==> config.mk <==
export PLATFORM = sky130hd
export DESIGN_NAME = pb_conditioner
export DESIGN_NICKNAME = d
export VERILOG_FILES = /design/src/rtl/calc_pkg.sv /design/src/rtl/btn_debounce.sv /design/src/rtl/pb_conditioner.sv
export SDC_FILE = /design/constraint.sdc
export NUM_CORES = 1
export LEC_CHECK = 0
export ABC_CLOCK_PERIOD_IN_PS = 15200
export BUFFER_PORTS_ARGS = -buffer_cell sky130_fd_sc_hd__buf_2
export CORE_MARGIN = 1.5
export CORE_UTILIZATION = 45
export DETAILED_ROUTE_END_ITERATION = 6
export GPL_TIMING_DRIVEN = 0
export HOLD_SLACK_MARGIN = 0.03
export PLACE_DENSITY = 0.6
export SYNTH_ARGS = -nofsm -noshare
export SYNTH_HDL_FRONTEND = slang
export SYNTH_SLANG_ARGS = --single-unit
==> constraint.sdc <==
create_clock -name i_clk -period 15.2 [get_ports i_clk]
set_input_delay 3.04 -clock i_clk [delete_from_list [all_inputs] [get_ports i_clk]]
set_output_delay 3.04 -clock i_clk [all_outputs]
set_load 0.005 [all_outputs]
==> src/rtl/calc_pkg.sv <==
// Shared types and constants for the calculator front end.
// The auto-repeat option is controlled by PB_CONDITIONER_AUTOREPEAT_EN.
package calc_pkg;

    typedef enum logic [1:0] {
        LO,
        CHK_HI,
        HI,
        CHK_LO
    } btn_state_t;

    localparam int NBTN_DEFAULT = 20;

    function automatic int maxOf(input int a, input int b);
        return (a > b) ? a : b;
    endfunction

endpackage

==> src/rtl/btn_debounce.sv <==
// One button: 2-flop synchronizer, counter-based debounce FSM and, when
// PB_CONDITIONER_AUTOREPEAT_EN is defined, a repeat-strobe counter.
module btn_debounce
    import calc_pkg::*;
#(
    parameter int DB_CNT     = 1000,
    parameter int REP_DELAY  = 50000,
    parameter int REP_PERIOD = 10000,
    parameter bit REP_EN     = 1'b0
) (
    input  logic i_clk,
    input  logic i_nrst,
    input  logic i_raw,
    output logic o_level,
    output logic o_pulse
);

    localparam int CW = $clog2(DB_CNT + 1);

    logic          r_s1;
    logic          r_s2;
    btn_state_t    r_state;
    btn_state_t    w_stateNext;
    logic [CW-1:0] r_cnt;
    logic [CW-1:0] w_cntNext;
    logic          r_level;
    logic          w_levelNext;
    logic          w_pressPulse;
    logic          w_repPulse;
    logic          r_pulse;
    logic          w_cntDone;

    always_ff @(posedge i_clk or posedge i_nrst) begin
        if (i_nrst) begin
            r_s1 <= 1'b0;
            r_s2 <= 1'b0;
        end else begin
            r_s1 <= i_raw;
            r_s2 <= r_s1;
        end
    end

    always_ff @(posedge i_clk or posedge i_nrst) begin
        if (i_nrst) begin
            r_state <= LO;
            r_cnt   <= '0;
            r_level <= 1'b0;
            r_pulse <= 1'b0;
        end else begin
            r_state <= w_stateNext;
            r_cnt   <= w_cntNext;
            r_level <= w_levelNext;
            r_pulse <= w_pressPulse | w_repPulse;
        end
    end

    assign w_cntDone = (r_cnt == CW'(DB_CNT));

    // The level only moves after DB_CNT consecutive disagreeing samples.
    always_comb begin
        w_stateNext  = r_state;
        w_cntNext    = r_cnt;
        w_levelNext  = r_level;
        w_pressPulse = 1'b0;
        case (r_state)
            LO: begin
                w_levelNext = 1'b0;
                if (r_s2) begin
                    w_stateNext = CHK_HI;
                    w_cntNext   = CW'(1);
                end
            end
            CHK_HI: begin
                if (!r_s2) begin
                    w_stateNext = LO;
                    w_cntNext   = '0;
                end else if (w_cntDone) begin
                    w_stateNext  = HI;
                    w_levelNext  = 1'b1;
                    w_pressPulse = 1'b1;
                    w_cntNext    = '0;
                end else begin
                    w_cntNext = r_cnt + 1'b1;
                end
            end
            HI: begin
                w_levelNext = 1'b1;
                if (!r_s2) begin
                    w_stateNext = CHK_LO;
                    w_cntNext   = CW'(1);
                end
            end
            CHK_LO: begin
                if (r_s2) begin
                    w_stateNext = HI;
                    w_cntNext   = '0;
                end else if (w_cntDone) begin
                    w_stateNext = LO;
                    w_levelNext = 1'b0;
                    w_cntNext   = '0;
                end else begin
                    w_cntNext = r_cnt + 1'b1;
                end
            end
            default: begin
                w_stateNext = LO;
                w_cntNext   = '0;
                w_levelNext = 1'b0;
            end
        endcase
    end

`ifdef PB_CONDITIONER_AUTOREPEAT_EN
    localparam int RW = $clog2(maxOf(REP_DELAY, REP_PERIOD) + 1);

    logic [RW-1:0] r_repCnt;
    logic          r_repFirst;
    logic [RW-1:0] w_repLast;
    logic          w_holdHi;

    assign w_holdHi   = (r_state == HI) && (w_stateNext == HI);
    assign w_repLast  = r_repFirst ? RW'(REP_DELAY - 1) : RW'(REP_PERIOD - 1);
    assign w_repPulse = REP_EN && w_holdHi && (r_repCnt == w_repLast);

    // A fresh press arms the long first delay; recovering from CHK_LO only
    // restarts the shorter period.
    always_ff @(posedge i_clk or posedge i_nrst) begin
        if (i_nrst) begin
            r_repCnt   <= '0;
            r_repFirst <= 1'b0;
        end else if (r_state == CHK_HI && w_stateNext == HI) begin
            r_repCnt   <= '0;
            r_repFirst <= 1'b1;
        end else if (r_state == CHK_LO && w_stateNext == HI) begin
            r_repCnt   <= '0;
            r_repFirst <= 1'b0;
        end else if (w_holdHi) begin
            if (r_repCnt == w_repLast) begin
                r_repCnt   <= '0;
                r_repFirst <= 1'b0;
            end else begin
                r_repCnt <= r_repCnt + 1'b1;
            end
        end else begin
            r_repCnt   <= '0;
            r_repFirst <= 1'b0;
        end
    end
`else
    logic w_unusedRep;
    assign w_unusedRep = ^{32'(REP_DELAY), 32'(REP_PERIOD), REP_EN};
    assign w_repPulse  = 1'b0;
`endif

    assign o_level = r_level;
    assign o_pulse = r_pulse;

endmodule

==> src/rtl/pb_conditioner.sv <==
// Push-button conditioner: one debouncer per button plus press summaries.
// Define PB_CONDITIONER_AUTOREPEAT_EN to enable masked auto-repeat strobes.
module pb_conditioner
    import calc_pkg::*;
#(
    parameter int              NBTN       = NBTN_DEFAULT,
    parameter int              DB_CNT     = 1000,
    parameter int              REP_DELAY  = 50000,
    parameter int              REP_PERIOD = 10000,
    parameter logic [NBTN-1:0] REP_MASK   = '0
) (
    input  logic            i_clk,
    input  logic            i_nrst,
    input  logic [NBTN-1:0] i_pb_raw,
    output logic [NBTN-1:0] o_pb_level,
    output logic [NBTN-1:0] o_pb_pulse,
    output logic            o_any_press,
    output logic            o_multi_press
);

    for (genvar i = 0; i < NBTN; i++) begin : g_btn
        btn_debounce #(
            .DB_CNT     (DB_CNT),
            .REP_DELAY  (REP_DELAY),
            .REP_PERIOD (REP_PERIOD),
            .REP_EN     (REP_MASK[i])
        ) u_btn (
            .i_clk   (i_clk),
            .i_nrst  (i_nrst),
            .i_raw   (i_pb_raw[i]),
            .o_level (o_pb_level[i]),
            .o_pulse (o_pb_pulse[i])
        );
    end

    // Clearing the lowest set bit leaves something only if two or more were set.
    assign o_any_press   = |o_pb_level;
    assign o_multi_press = |(o_pb_level & (o_pb_level - NBTN'(1)));

endmodule

==> impl_metrics.json <==
{
  "status": "finished, final reports clean",
  "critPathCaptureType": "output pin",
  "finalSetupViolCount": 0,
  "drt_wl_total_microns": 33500,
  "synth_flop_cell": "dfrtp_1",
  "wire_per_inst_microns": 13.5,
  "num_antenna_cells": 0,
  "die_y_microns": 200,
  "critical_path_class": "flip-flop to output pin",
  "layout.nets": 2086,
  "cp.required_ps": 12160,
  "cts_hold_buffers": 0,
  "dp_hpwl_microns": 23300,
  "r2r-start": "g_btn[0].u_btn.r_cnt[0]$_DFFE_PP0P_",
  "cts_buffer_depth": 3,
  "layout-drive-gt1-share": 0.124,
  "post-cts-setup-buffers": 0,
  "dr.pass1.iters": 5,
  "clk_pin_slew_ps": 50,
  "grt_pass1_vias": 12800,
  "grt_first_pass_wirelength_microns": 59600,
  "layout.cells.non_filler": 2490,
  "die-area_sq_um": 40100,
  "max_stage_delay_ps": 540,
  "start_kind": "flip-flop",
  "clk_latency_ps": 550,
  "drt_iter0_markers": 704,
  "cp_cell_sequence": "nor4_4 > nand4_1 > a2111oi_0 > a211oi_1 > or4_1 > buf_2",
  "ys_seq_area_frac": 0.457,
  "cp_slowest_cell": "nor4_4",
  "power.leakage_nw": 9.04,
  "worst-endpoint-arrival_ps": 2970,
  "synthCells": 1838,
  "power.density_nw_per_um2": 173,
  "start_util": 0.454,
  "slew_headroom": 0.482,
  "die_w_microns": 200,
  "cts_max_level": 2,
  "synth-edff-count": 0,
  "post_cts_resized": 0,
  "yosys_warnings": 0,
  "final.setup_skew_ps": 11.7,
  "cp_max_fo": 6,
  "critical_path_buf_inv_count": 1,
  "yosysUniqueCellTypes": 61,
  "cts_sinks": 320,
  "dp_cells": 2421,
  "core.rowCount": 72,
  "synth_area_sq_um": 17500,
  "viasPerCell": 5.27,
  "port_buffers": 63,
  "cts_inserted_buffers": 39,
  "core_area_sq_um": 38600,
  "grt_overflow": 0,
  "worst_pin_slew_ps": 771,
  "synthesis.nets": 1980,
  "cp-startpoint": "g_btn[0].u_btn.o_level$_DFFE_PP0P_",
  "grt_max_degree": 128,
  "globalplace.congestion": 0.813,
  "syn2layout_area_growth_pct": 13.4,
  "peakVddDrop_mv": 0.0956,
  "period_needed_ps": 6010,
  "fin_util": 0.515,
  "grt_usage": 0.173,
  "hp-class": "flip-flop to flip-flop",
  "fin_crit_sh": 0.395,
  "max_freq_mhz": 166,
  "hold_viol_final": 0,
  "io_pins": 64,
  "cts_tree": "built",
  "finalSetupTns_ps": 0,
  "syn_avg_cell_area_sq_um": 9.53,
  "drv_slew": 0,
  "drc_errors": 0,
  "antenna_found_initial": 0,
  "cts_root_buffer": "clkbuf_16",
  "rsz0062_at_grt": "false",
  "via_count": 13100,
  "cpLargestDelayFamily": "simple AND/OR/NAND/NOR gates",
  "min_from": "g_btn[16].u_btn.r_s1$_DFF_PP0_",
  "ys_ff_latch": 320,
  "ant_nets": 0,
  "maxCapViolCount": 0,
  "async_flop_share": 1.00
}
synthesized netlist by cell type, types with 9 or more instances:
cell type / number / area share
o21a_1: 15 / 0.0064
a21oi_2: 9 / 0.0045
mux2i_1: 44 / 0.025
or3_1: 52 / 0.019
nand4_1: 56 / 0.020
a21oi_1: 91 / 0.026
nor2_1: 174 / 0.037
a211oi_1: 11 / 0.0047
o21ai_0: 180 / 0.051
inv_1: 108 / 0.023
nand4b_1: 16 / 0.0080
ha_1: 120 / 0.086
and3_1: 42 / 0.015
clkbuf_1: 29 / 0.0062
o22ai_1: 27 / 0.0096
o31ai_1: 29 / 0.012
nand2_1: 173 / 0.037
dfrtp_1: 320 / 0.46
mux2_2: 46 / 0.030
nor3_1: 45 / 0.013
nand3_1: 47 / 0.013
nor4_1: 11 / 0.0039
buf_4: 40 / 0.017
xor2_1: 50 / 0.025
nand2b_1: 15 / 0.0054
final timing paths:
check | slack (ps) | to | depth (start not counted)
max in group asynchronous | 11120 | g_btn[0].u_btn.r_s1$_DFF_PP0_ | 4
min reg2reg | 350 | g_btn[16].u_btn.r_s2$_DFF_PP0_ | 0
max reg2reg | 12810 | flip-flop | 7
min in group asynchronous | 2530 | g_btn[13].u_btn.r_s1$_DFF_PP0_ | 2
max | 9190 | o_multi_press | 6
min | 350 | g_btn[16].u_btn.r_s2$_DFF_PP0_ | 0
state kept, by name, indices dropped and copies added, names as in the netlist, named ones only:
signal               count
g_btn.u_btn.r_cnt      200
g_btn.u_btn.o_level     20
g_btn.u_btn.o_pulse     20
g_btn.u_btn.r_s1        20
g_btn.u_btn.r_s2        20
g_btn.u_btn.r_state     20
stage by stage:
step	worst slack, ps	hold slack [ps]	power, W	instance area, sq um
after floorplan	3300	331	0.00218	17500
after global placement	-530	332	0.00246	18500
after detailed placement	9750	335	0.00251	18500
after CTS	9150	348	0.00350	19900
after global routing	8960	354	0.00375	19900
final	9190	345	0.00344	19900
cell type report:
class                           instances  area, sq um
Fill cell                            3618        18700
Timing Repair Buffer                   65          370
Sequential cell                       320         8010
Inverter                              108          413
Clock buffer                           56         1150
Clock inverter                         13          173
Buffer                                 74          442
Tap cell                              518          648
Multi-Input combinational cell       1336         8660
placed cells by master (no fill, tap or decap), types with 46 or more instances in the layout:
cell     netlist  routed
nand2_1      173     173
xor2_1        50      50
inv_1        108     107
nand4_1       56      56
or3_1         52      52
ha_1         120     120
mux2_2        46      46
dfrtp_1      320     320
nor2_1       174     174
o21ai_0      180     180
a21oi_1       91      91
buf_2          3      66
nand3_1       47      47
power breakdown:
| part | leakage [nW] | internal (W) | switching [W] | total [W] |
|---|---|---|---|---|
| sequential | 4.18 | 0.00100 | 0.000183 | 0.00119 |
| combinational | 4.20 | 0.000544 | 0.000760 | 0.00130 |
| clock | 0.658 | 0.000594 | 0.000358 | 0.000952 |
kinds of logic after synthesis:
logic type      count (synthesis)  share of synthesized area
simple gates                  670                      0.189
xor+xnor                       57                     0.0285
flops                         320                      0.457
compound gates                391                      0.131
fa+ha+maj                     122                     0.0869
mux                            96                     0.0593
buf+inv                       182                     0.0484
layer usage:
| layer | routed length, microns | track usage | part of all wire |
|---|---|---|---|
| met5 | 0 | 0 | 0 |
| met2 | 15100 | 0.276 | 0.45 |
| met3 | 1190 | 0.0335 | 0.036 |
| met4 | 802 | 0.0564 | 0.024 |
| met1 | 16400 | 0.238 | 0.49 |
No activity file was read; power rests on OpenSTA's default activity.
